==> config.mk <==
export PLATFORM = sky130hd
export DESIGN_NAME = alu_arbiter
export DESIGN_NICKNAME = d
export VERILOG_FILES = /design/src/rtl/alu_arbiter_pkg.sv /design/src/rtl/rr_arbiter.sv /design/src/rtl/alu_arbiter.sv
export SDC_FILE = /design/constraint.sdc
export NUM_CORES = 1
export LEC_CHECK = 0
export BUFFER_PORTS_ARGS = -buffer_cell sky130_fd_sc_hd__buf_4
export CORE_AREA = 2 2 163 165
export DETAILED_ROUTE_END_ITERATION = 6
export DIE_AREA = 0 0 165 167
export PLACE_DENSITY = 0.66
export SYNTH_ARGS = -nofsm -noshare
export SYNTH_HDL_FRONTEND = slang
export SYNTH_SLANG_ARGS = --single-unit
==> constraint.sdc <==
create_clock -name clk -period 3.7 [get_ports clk]
set_input_delay 0.185 -clock clk [delete_from_list [all_inputs] [get_ports clk]]
set_output_delay 0.185 -clock clk [all_outputs]
set_load 0.005 [all_outputs]
==> src/rtl/alu_arbiter_pkg.sv <==
// Shared types for the ALU arbiter slice.
//   alu_op_e    : ALU operation codes as presented on alu_ctrl (4 and 6 are
//                 undefined; the ALU returns op1 with zero=0 for them)
//   arb_state_e : arbiter FSM states
package alu_arbiter_pkg;

  typedef enum logic [2:0] {
    ADD = 3'd0,
    SUB = 3'd1,
    AND = 3'd2,
    OR  = 3'd3,
    SLT = 3'd5,
    SRL = 3'd7
  } alu_op_e;

  typedef enum logic [1:0] {
    IDLE,
    EXEC,
    RESP
  } arb_state_e;

endpackage

==> src/rtl/rr_arbiter.sv <==
// Combinational round-robin picker.
// Searches req starting one past last_grant, wrapping modulo N; the first
// asserted request wins. Holds no state: the pointer register lives in the
// instantiating block.
//   req        in  N   request vector
//   last_grant in  IW  index granted most recently
//   grant      out N   one-hot winner (zero when no request)
//   grant_idx  out IW  index of the winner (zero when no request)
//   any        out 1   at least one request present
module rr_arbiter #(
  parameter int N  = 4,
  parameter int IW = $clog2(N)
) (
  input  logic [N-1:0]  req,
  input  logic [IW-1:0] last_grant,
  output logic [N-1:0]  grant,
  output logic [IW-1:0] grant_idx,
  output logic          any
);

  logic [IW-1:0] cand;

  // Offsets 1..N visit every requester once, ending on last_grant itself,
  // so a lone requester can be granted back to back.
  always_comb begin
    grant     = '0;
    grant_idx = '0;
    any       = 1'b0;
    cand      = '0;
    for (int off = 1; off <= N; off++) begin
      cand = IW'((int'(last_grant) + off) % N);
      if (!any && req[cand]) begin
        any         = 1'b1;
        grant[cand] = 1'b1;
        grant_idx   = cand;
      end
    end
  end

endmodule

==> src/rtl/alu_arbiter.sv <==
// Shares one combinational ALU among NUM_REQ requesters.
// A round-robin winner's operands are registered onto alu_*, the ALU result
// and zero flag are captured one cycle later, and the result is returned on a
// valid/ready response port tagged with the requester index. One operation is
// in flight at a time; a new grant can overlap the response handshake.
//   clk, rst_n             clock; async active-low reset (deassertion is
//                          expected to be synchronised to clk upstream)
//   req_valid/req_ready    per-requester handshake, req_ready one-hot or zero
//   req_op1/op2/ctrl       packed per-requester operands, slot i at i*W
//   alu_op1/op2/ctrl       registered operands driven to the ALU
//   alu_result/alu_zero    ALU outputs
//   rsp_valid/rsp_ready    response handshake
//   rsp_id/data/zero       requester index, captured result and zero flag
module alu_arbiter
  import alu_arbiter_pkg::*;
#(
  parameter int DATA_WIDTH = 32,
  parameter int CTRL_WIDTH = 3,
  parameter int NUM_REQ    = 4,
  localparam int ID_W      = $clog2(NUM_REQ)
) (
  input  logic                            clk,
  input  logic                            rst_n,
  input  logic [NUM_REQ-1:0]              req_valid,
  output logic [NUM_REQ-1:0]              req_ready,
  input  logic [NUM_REQ*DATA_WIDTH-1:0]   req_op1,
  input  logic [NUM_REQ*DATA_WIDTH-1:0]   req_op2,
  input  logic [NUM_REQ*CTRL_WIDTH-1:0]   req_ctrl,
  output logic [DATA_WIDTH-1:0]           alu_op1,
  output logic [DATA_WIDTH-1:0]           alu_op2,
  output logic [CTRL_WIDTH-1:0]           alu_ctrl,
  input  logic [DATA_WIDTH-1:0]           alu_result,
  input  logic                            alu_zero,
  output logic                            rsp_valid,
  input  logic                            rsp_ready,
  output logic [ID_W-1:0]                 rsp_id,
  output logic [DATA_WIDTH-1:0]           rsp_data,
  output logic                            rsp_zero
);

  arb_state_e              state;
  logic [ID_W-1:0]         last_grant;
  logic [NUM_REQ-1:0]      grant;
  logic [ID_W-1:0]         grant_idx;
  logic                    any_req;
  logic                    grant_en;
  logic [DATA_WIDTH-1:0]   win_op1;
  logic [DATA_WIDTH-1:0]   win_op2;
  logic [CTRL_WIDTH-1:0]   win_ctrl;

  rr_arbiter #(
    .N  (NUM_REQ),
    .IW (ID_W)
  ) u_rr (
    .req        (req_valid),
    .last_grant (last_grant),
    .grant      (grant),
    .grant_idx  (grant_idx),
    .any        (any_req)
  );

  // A grant is possible when idle, or in RESP on the very cycle the pending
  // response is taken. Gating with rst_n keeps req_ready low while reset is
  // held, even though the FSM already sits in IDLE.
  assign grant_en  = rst_n && any_req &&
                     ((state == IDLE) || ((state == RESP) && rsp_ready));
  assign req_ready = grant_en ? grant : '0;
  assign rsp_valid = (state == RESP);

  assign win_op1  = req_op1[int'(grant_idx)*DATA_WIDTH +: DATA_WIDTH];
  assign win_op2  = req_op2[int'(grant_idx)*DATA_WIDTH +: DATA_WIDTH];
  assign win_ctrl = req_ctrl[int'(grant_idx)*CTRL_WIDTH +: CTRL_WIDTH];

  // alu_* are the operand registers themselves, so they only change when a
  // new operation is issued and hold their value while idle.
  always_ff @(posedge clk or negedge rst_n) begin
    if (!rst_n) begin
      state      <= IDLE;
      last_grant <= ID_W'(NUM_REQ - 1);
      alu_op1    <= '0;
      alu_op2    <= '0;
      alu_ctrl   <= CTRL_WIDTH'(ADD);
      rsp_id     <= '0;
      rsp_data   <= '0;
      rsp_zero   <= 1'b0;
    end else begin
      case (state)
        IDLE: begin
          if (grant_en) begin
            alu_op1    <= win_op1;
            alu_op2    <= win_op2;
            alu_ctrl   <= win_ctrl;
            last_grant <= grant_idx;
            rsp_id     <= grant_idx;
            state      <= EXEC;
          end
        end
        EXEC: begin
          rsp_data <= alu_result;
          rsp_zero <= alu_zero;
          state    <= RESP;
        end
        RESP: begin
          if (rsp_ready) begin
            if (grant_en) begin
              alu_op1    <= win_op1;
              alu_op2    <= win_op2;
              alu_ctrl   <= win_ctrl;
              last_grant <= grant_idx;
              rsp_id     <= grant_idx;
              state      <= EXEC;
            end else begin
              state <= IDLE;
            end
          end
        end
        default: state <= IDLE;
      endcase
    end
  end

endmodule
==> results of run 1 <==
-- flip-flops by register name, summed over array words and instances (netlist names) --
name and flops:
alu_ctrl 3, alu_op2 32, rsp_data 32, rsp_id 2
state 2, alu_op1 32, last_grant 2, rsp_zero 1
-- kinds of logic (layout without fill, tap and decap cells) --
group | Yosys count | count (layout)
compound gates | 26 | 26
flops | 106 | 106
simple gates | 34 | 34
fa+ha+maj | 8 | 8
mux | 307 | 307
other cells | 0 | 2
buf+inv | 44 | 455
-- worst max-delay path, cell delays in order (launching register included) --
cell	delay, ns
dfstp_2	0.53
inv_1	0.09
ha_1	0.33
mux4_2	0.56
nor2b_4	0.18
or3_1	0.36
o211ai_4	0.14
buf_12	0.31
buf_12	0.22
mux2i_1	0.22
mux2i_1	0.09
mux2_2	0.27
-- final timing paths --
path	endpoint	slack (ns)	from	depth (start not counted)
min	alu_op2[11]$_DFFE_PN0P_	0.02	rst_n	2
min reg2reg	rsp_data[2]$_DFFE_PN0N_	0.51	rsp_data[2]$_DFFE_PN0N_	1
max	alu_op1[10]$_DFFE_PN0P_	0.20	last_grant[1]$_DFFE_PN1P_	11
max in group asynchronous	rsp_data[30]$_DFFE_PN0N_	2.38	rst_n	3
min in group clk	state[1]$_DFFE_PN0P_	0.04	rsp_ready	2
max reg2reg	alu_op1[10]$_DFFE_PN0P_	0.20	last_grant[1]$_DFFE_PN1P_	11
-- cell type report --
type / count / area (um^2) / share of cell area
Multi-Input combinational cell: 375 / 3750 / 0.359
Clock inverter: 6 / 61.3 / 0.00586
Sequential cell: 106 / 2660 / 0.254
Clock buffer: 10 / 229 / 0.0219
Antenna cell: 2 / 5.00 / 0.000478
Tap cell: 335 / 419 / 0.0401
Inverter: 5 / 18.8 / 0.00179
Timing Repair Buffer: 434 / 3320 / 0.317
-- layer usage --
metal / vias up / share of wire / global-route usage
li1: 2749 / - / -
met1: 2741 / 0.36 / 0.175
met2: 277 / 0.51 / 0.288
met3: 23 / 0.11 / 0.0610
met4: 4 / 0.020 / 0.0609
met5: - / 0.0012 / 0
-- synth_stat cells (2+ instances only) --
library cell,count,area share
dfstp_2,2,0.0078
ha_1,8,0.015
mux4_2,4,0.013
nand2b_1,4,0.0037
inv_1,5,0.0028
nor2_1,16,0.0089
buf_6,14,0.023
dfrtp_1,104,0.39
mux2_2,101,0.17
a221oi_1,4,0.0052
buf_1,4,0.0022
a21oi_1,6,0.0045
buf_4,9,0.010
o21ai_0,3,0.0022
buf_2,3,0.0022
mux2i_1,202,0.30
clkbuf_1,7,0.0039
nand2_1,5,0.0028
a22oi_1,4,0.0045
-- power by group --
part	internal, mW	total, mW	switching [mW]
Clock	0.476	0.974	0.498
Combinational	3.71	6.69	2.97
Sequential	1.79	2.11	0.320
==> summary.md, run 1 <==
| Metric | Value |
|---|---|
| Status | complete, no violations |
| Final cell count without fillers | 1273 |
| Vias in the first global route | 6142 |
| Die height | 167 um |
| Seq cells post-synth | 106 |
| Peak supply drop | 0.000584 V |
| Total number of vias | 5794 |
| DR DRC count | 0 |
| Fillers | 2558 |
| Antenna Violating Nets Remaining | 0 |
| Starting density of the core | 0.261 |
| CP required | 3.93 ns |
| Hold_ws | 0.0157 ns |
| Total die area | 0.0276 mm^2 |
| Element type at the critical path start | flip-flop |
| Synth cell types | 39 |
| Initial antenna violation count | 4 |
| Fraction of layout cells with a size suffix above 1 | 0.601 |
| Core ar. | 0.0258 mm^2 |
| Multiplexer share of the synthesized area | 0.484 |
| Final Hold Violating Endpoints | 0 |
| Final Util | 0.406 |
| Num CTS Buffers | 9 |
| Capturing element type of the critical path | flip-flop |
| Post-CTS Resized | 0 |
| Post-synthesis sequential area ratio | 0.395 |
| Mean Syn Cell Area | 12.8 um^2 |
| H-tree levels | 3 |
| Most common cell after layout, fill and taps aside | buf_4 |
| Dpl hpwl | 18.8 mm |
| Maximum clock frequency | 0.286 GHz |
| First-pass GRT wire length | 34.1 mm |
| Port Buf Inserts | 414 |
| Layout Skew | 0.0132 ns |
| Synthesized Nets | 841 |
| Drt initial violations | 192 |
| Max Root-Sink Buffers | 2 |
| Area grow syn2layout | 55.7% |
| Unrepaired setup endpoints after global routing | false |
| Final WL | 23.2 mm |
| Grt ovf | 0 |
| Num rows | 59 |
| Vias per inst | 4.55 |
| Max-slew violation count | 0 |
| Nets@finish | 1247 |
| Routability Congestion | 0.799 |
| Crit share post-route | 0.947 |
| Mapped Cells | 525 |
| Min cycle time layout | 3.50 ns |
| Placed cells | 1255 |
| Hold WC Path Type | primary input to async pin |
| Final Setup Violations | 0 |
| Worst Path Max Fanout | 42 |
| TritonRoute pass-1 iters | 4 |
| Worst slew pin tran | 0.890 ns |
| Synth Area in Compound Gates | 0.0307 |
| Pwr Density | 934 mW/mm^2 |
| CP Data Arrival Time | 3.73 ns |
| Post-CTS Hold Buffers | 0 |
| Largest family of logic cells by synthesized area | multiplexers |
| I/O pin cnt | 415 |
| Synth Area in XOR/XNOR | 0 |
| Total Neg Setup Slack | 0 ns |
| Number of synthesis warnings | 0 |
| Normalized max-slew margin | 0.407 |
| Largest net degree at the start of global routing | 61 |
| Post-synth top flop | dfrtp_1 |
| Worst slack, placed | 0.243 ns |
| P_leak | 5.44 nW |
| EDFF count, synth | 0 |
| Chip width | 165 um |
| Max-Cap Viols | 0 |
| Clk_lat worst skew | 0.35 ns |
| Post-CTS Setup Bufs | 0 |
| Routed len/inst | 18.2 um |
| Adder-cell share of the synthesized area | 0.0149 |
| CTS tree | yes |
| Setup ws final | 0.198 ns |
| Clk sink count | 106 |
| Fraction of registers with async set/reset | 1.00 |
| Worst Setup Path Type | flip-flop to flip-flop |
| Post-synthesis cell area | 0.00672 mm^2 |
| Total GRT Usage | 0.163 |
| Power Total | 9.77 mW |
| Area after DPL | 0.0102 mm^2 |
| Post-synthesis simple-gate area fraction | 0.0253 |
| Clock transition at path regs | 0.08 ns |
| Most frequent cells in the layout | buf_4, mux2i_1, dfrtp_1, mux2_2, nor2_1 |
| Final Cell Area | 0.0105 mm^2 |
| Clk root buf | clkbuf_16 |
Power figures use the tool's default switching activity.
==> run 2: changes to the inputs <==
REMOVE_ABC_BUFFERS = 1   (was unset)
==> summary.md, run 2 (synthesized netlist as in run 1, its figures left out) <==
| Metric | Value |
|---|---|
| Post-CTS Setup Bufs | 0 (unchanged) |
| Routability Congestion | 0.839 (+5.0%) |
| Total die area | 0.0276 mm^2 (unchanged) |
| Pwr Density | 939 mW/mm^2 (+0.44%) |
| TritonRoute pass-1 iters | 4 (unchanged) |
| Vias per inst | 4.56 (+0.22%) |
| Chip width | 165 um (unchanged) |
| Final Util | 0.408 (+0.00233) |
| Status | complete, no violations |
| I/O pin cnt | 415 (unchanged) |
| Max-Cap Viols | 0 (unchanged) |
| Die height | 167 um (unchanged) |
| Hold WC Path Type | primary input to flip-flop |
| Routed len/inst | 16.8 um (-7.6%) |
| Element type at the critical path start | flip-flop |
| Critical-path cell list | inv_1, ha_1, mux4_2, nor2b_4, or3_1, o211ai_4, buf_12, buf_12, mux2i_1, mux2i_1, mux2_2 |
| Critical-path top delay cell | mux4_2 |
| Grt ovf | 0 (unchanged) |
| DR DRC count | 0 (unchanged) |
| Crit share post-route | 0.914 (-0.0328) |
| Area after DPL | 0.0102 mm^2 (about the same) |
| Total GRT Usage | 0.152 (-0.0104) |
| Combinational power share | 0.675 (-0.009) |
| CP required | 3.95 ns (+0.02 ns) |
| CTS tree | yes |
| Num rows | 59 (unchanged) |
| Sequential Power Share | 0.214 (-0.002) |
| Fraction of layout cells with a size suffix above 1 | 0.601 (-0.000642) |
| Clock Power Share | 0.111 (+0.011) |
| Post-CTS Resized | 0 (unchanged) |
| Initial antenna violation count | 0 (-4) |
| Unrepaired setup endpoints after global routing | false |
| Clk root buf | clkbuf_16 |
| Dpl hpwl | 17.0 mm (-9.6%) |
| Capturing element type of the critical path | flip-flop |
| Total number of vias | 5802 (+0.14%) |
| First-pass GRT wire length | 32.7 mm (-4.1%) |
| P_leak | 5.47 nW (+0.52%) |
| Final Hold Violating Endpoints | 0 (unchanged) |
| Clock transition at path regs | 0.09 ns (about the same) |
| Layout Skew | 0.0137 ns (+0.000573 ns) |
| Max-slew violation count | 0 (unchanged) |
| Largest net degree at the start of global routing | 58 (-4.9%) |
| Most common cell after layout, fill and taps aside | buf_4 |
| Clk sink count | 106 (unchanged) |
| Switch share | 0.380 (-0.00757) |
| Internal Pwr Total | 6.12 mW (+2.3%) |
| Antenna Violating Nets Remaining | 0 (unchanged) |
| Sw Pwr | 3.76 mW (-0.95%) |
| Final WL | 21.4 mm (-7.7%) |
| Antenna Cells | 0 (-2) |
| Final Cell Area | 0.0105 mm^2 (+0.57%) |
| Drt initial violations | 138 (-28%) |
| Worst Setup Path Type | flip-flop to flip-flop |
| Core ar. | 0.0258 mm^2 (unchanged) |
| Clk_lat worst skew | 0.36 ns (about the same) |
| CP Data Arrival Time | 3.63 ns (-0.10 ns) |
| Max Root-Sink Buffers | 2 (unchanged) |
| Area grow syn2layout | 56.6% |
| Worst Path Max Fanout | 29 (-31%) |
| Min cycle time layout | 3.38 ns (-0.121 ns) |
| Slowest stage delay, CP | 0.55 ns (about the same) |
| Num CTS Buffers | 9 (unchanged) |
| Starting density of the core | 0.261 (unchanged) |
| CP top delay family | multiplexers |
| Normalized max-slew margin | 0.473 (+0.0663) |
| H-tree levels | 3 (unchanged) |
| Top flop regs | alu_op1 x32, alu_op2 x32, rsp_data x32 |
| Post-CTS Hold Buffers | 1 (+1) |
| Nets@finish | 1248 (+0.080%) |
| Vias in the first global route | 6078 (-1.0%) |
| Placed cells | 1255 (unchanged) |
| Port Buf Inserts | 414 (unchanged) |
| Final cell count without fillers | 1272 (-0.079%) |
| Most frequent cells in the layout | buf_4, mux2i_1, dfrtp_1, mux2_2, nor2_1 |
| Maximum clock frequency | 0.296 GHz (+3.6%) |
| Peak supply drop | 0.000973 V (+67%) |
| CP bufs+invs | 3 (unchanged) |
| Final Setup Violations | 0 (unchanged) |
| Worst slew pin tran | 0.790 ns (-0.0995 ns) |
-- run 2: final cells by class --
class / count / area [um^2]
fillers: 2522 / 15200
well taps: 335 / 419
clock inverters: 7 / 110
repair buffers: 435 / 3340
multi-input cells: 375 / 3750
flip-flops and latches: 106 / 2660
clock buffers: 9 / 225
inverters: 5 / 18.8
-- run 2: worst paths after layout --
check,startpoint,to,slack [ns],depth (start not counted)
setup / recovery,last_grant[1]$_DFFE_PN1P_,alu_op2[8]$_DFFE_PN0P_,0.32,11
hold reg to reg,alu_op1[6]$_DFFE_PN0P_,alu_op1[6]$_DFFE_PN0P_,0.51,1
hold / removal,alu_result[27],rsp_data[27]$_DFFE_PN0N_,0.05,2
setup reg to reg,last_grant[1]$_DFFE_PN1P_,alu_op2[8]$_DFFE_PN0P_,0.32,11
min in group asynchronous,rst_n,rsp_data[27]$_DFFE_PN0N_,0.54,3
max in group asynchronous,rst_n,rsp_data[23]$_DFFE_PN0N_,1.90,4
-- run 2: stage by stage --
step	TNS (ns)	setup WS (ns)	hold WS, ns	total power, mW
floorplan	-278.63	-3.81	-0.111	5.82
finish	0	0.319	0.0509	9.87
detailed placement	0	0.315	0.393	8.87
CTS	0	0.306	0.0301	10.0
global route	0	0.130	0.0326	10.6
global placement	0	0.378	0.398	8.76
-- run 2: routing by layer --
layer	global-route usage	vias up	wire length [um]
met5	0	-	0
met4	0.0624	0	664
met3	0.0336	43	1500
met2	0.263	252	10700
met1	0.181	2755	8480
li1	-	2752	-
-- run 2: power groups by stage --
stage / logic (mW) / clock network [mW] / registers (mW)
6_report: 6.66 / 1.10 / 2.11
5_1_grt: 7.19 / 1.19 / 2.20
4_1_cts: 6.74 / 1.14 / 2.12
3_5_place_dp: 6.73 / 0 / 2.13
3_3_place_gp: 6.65 / 0 / 2.11
2_1_floorplan: 3.66 / 0 / 2.16
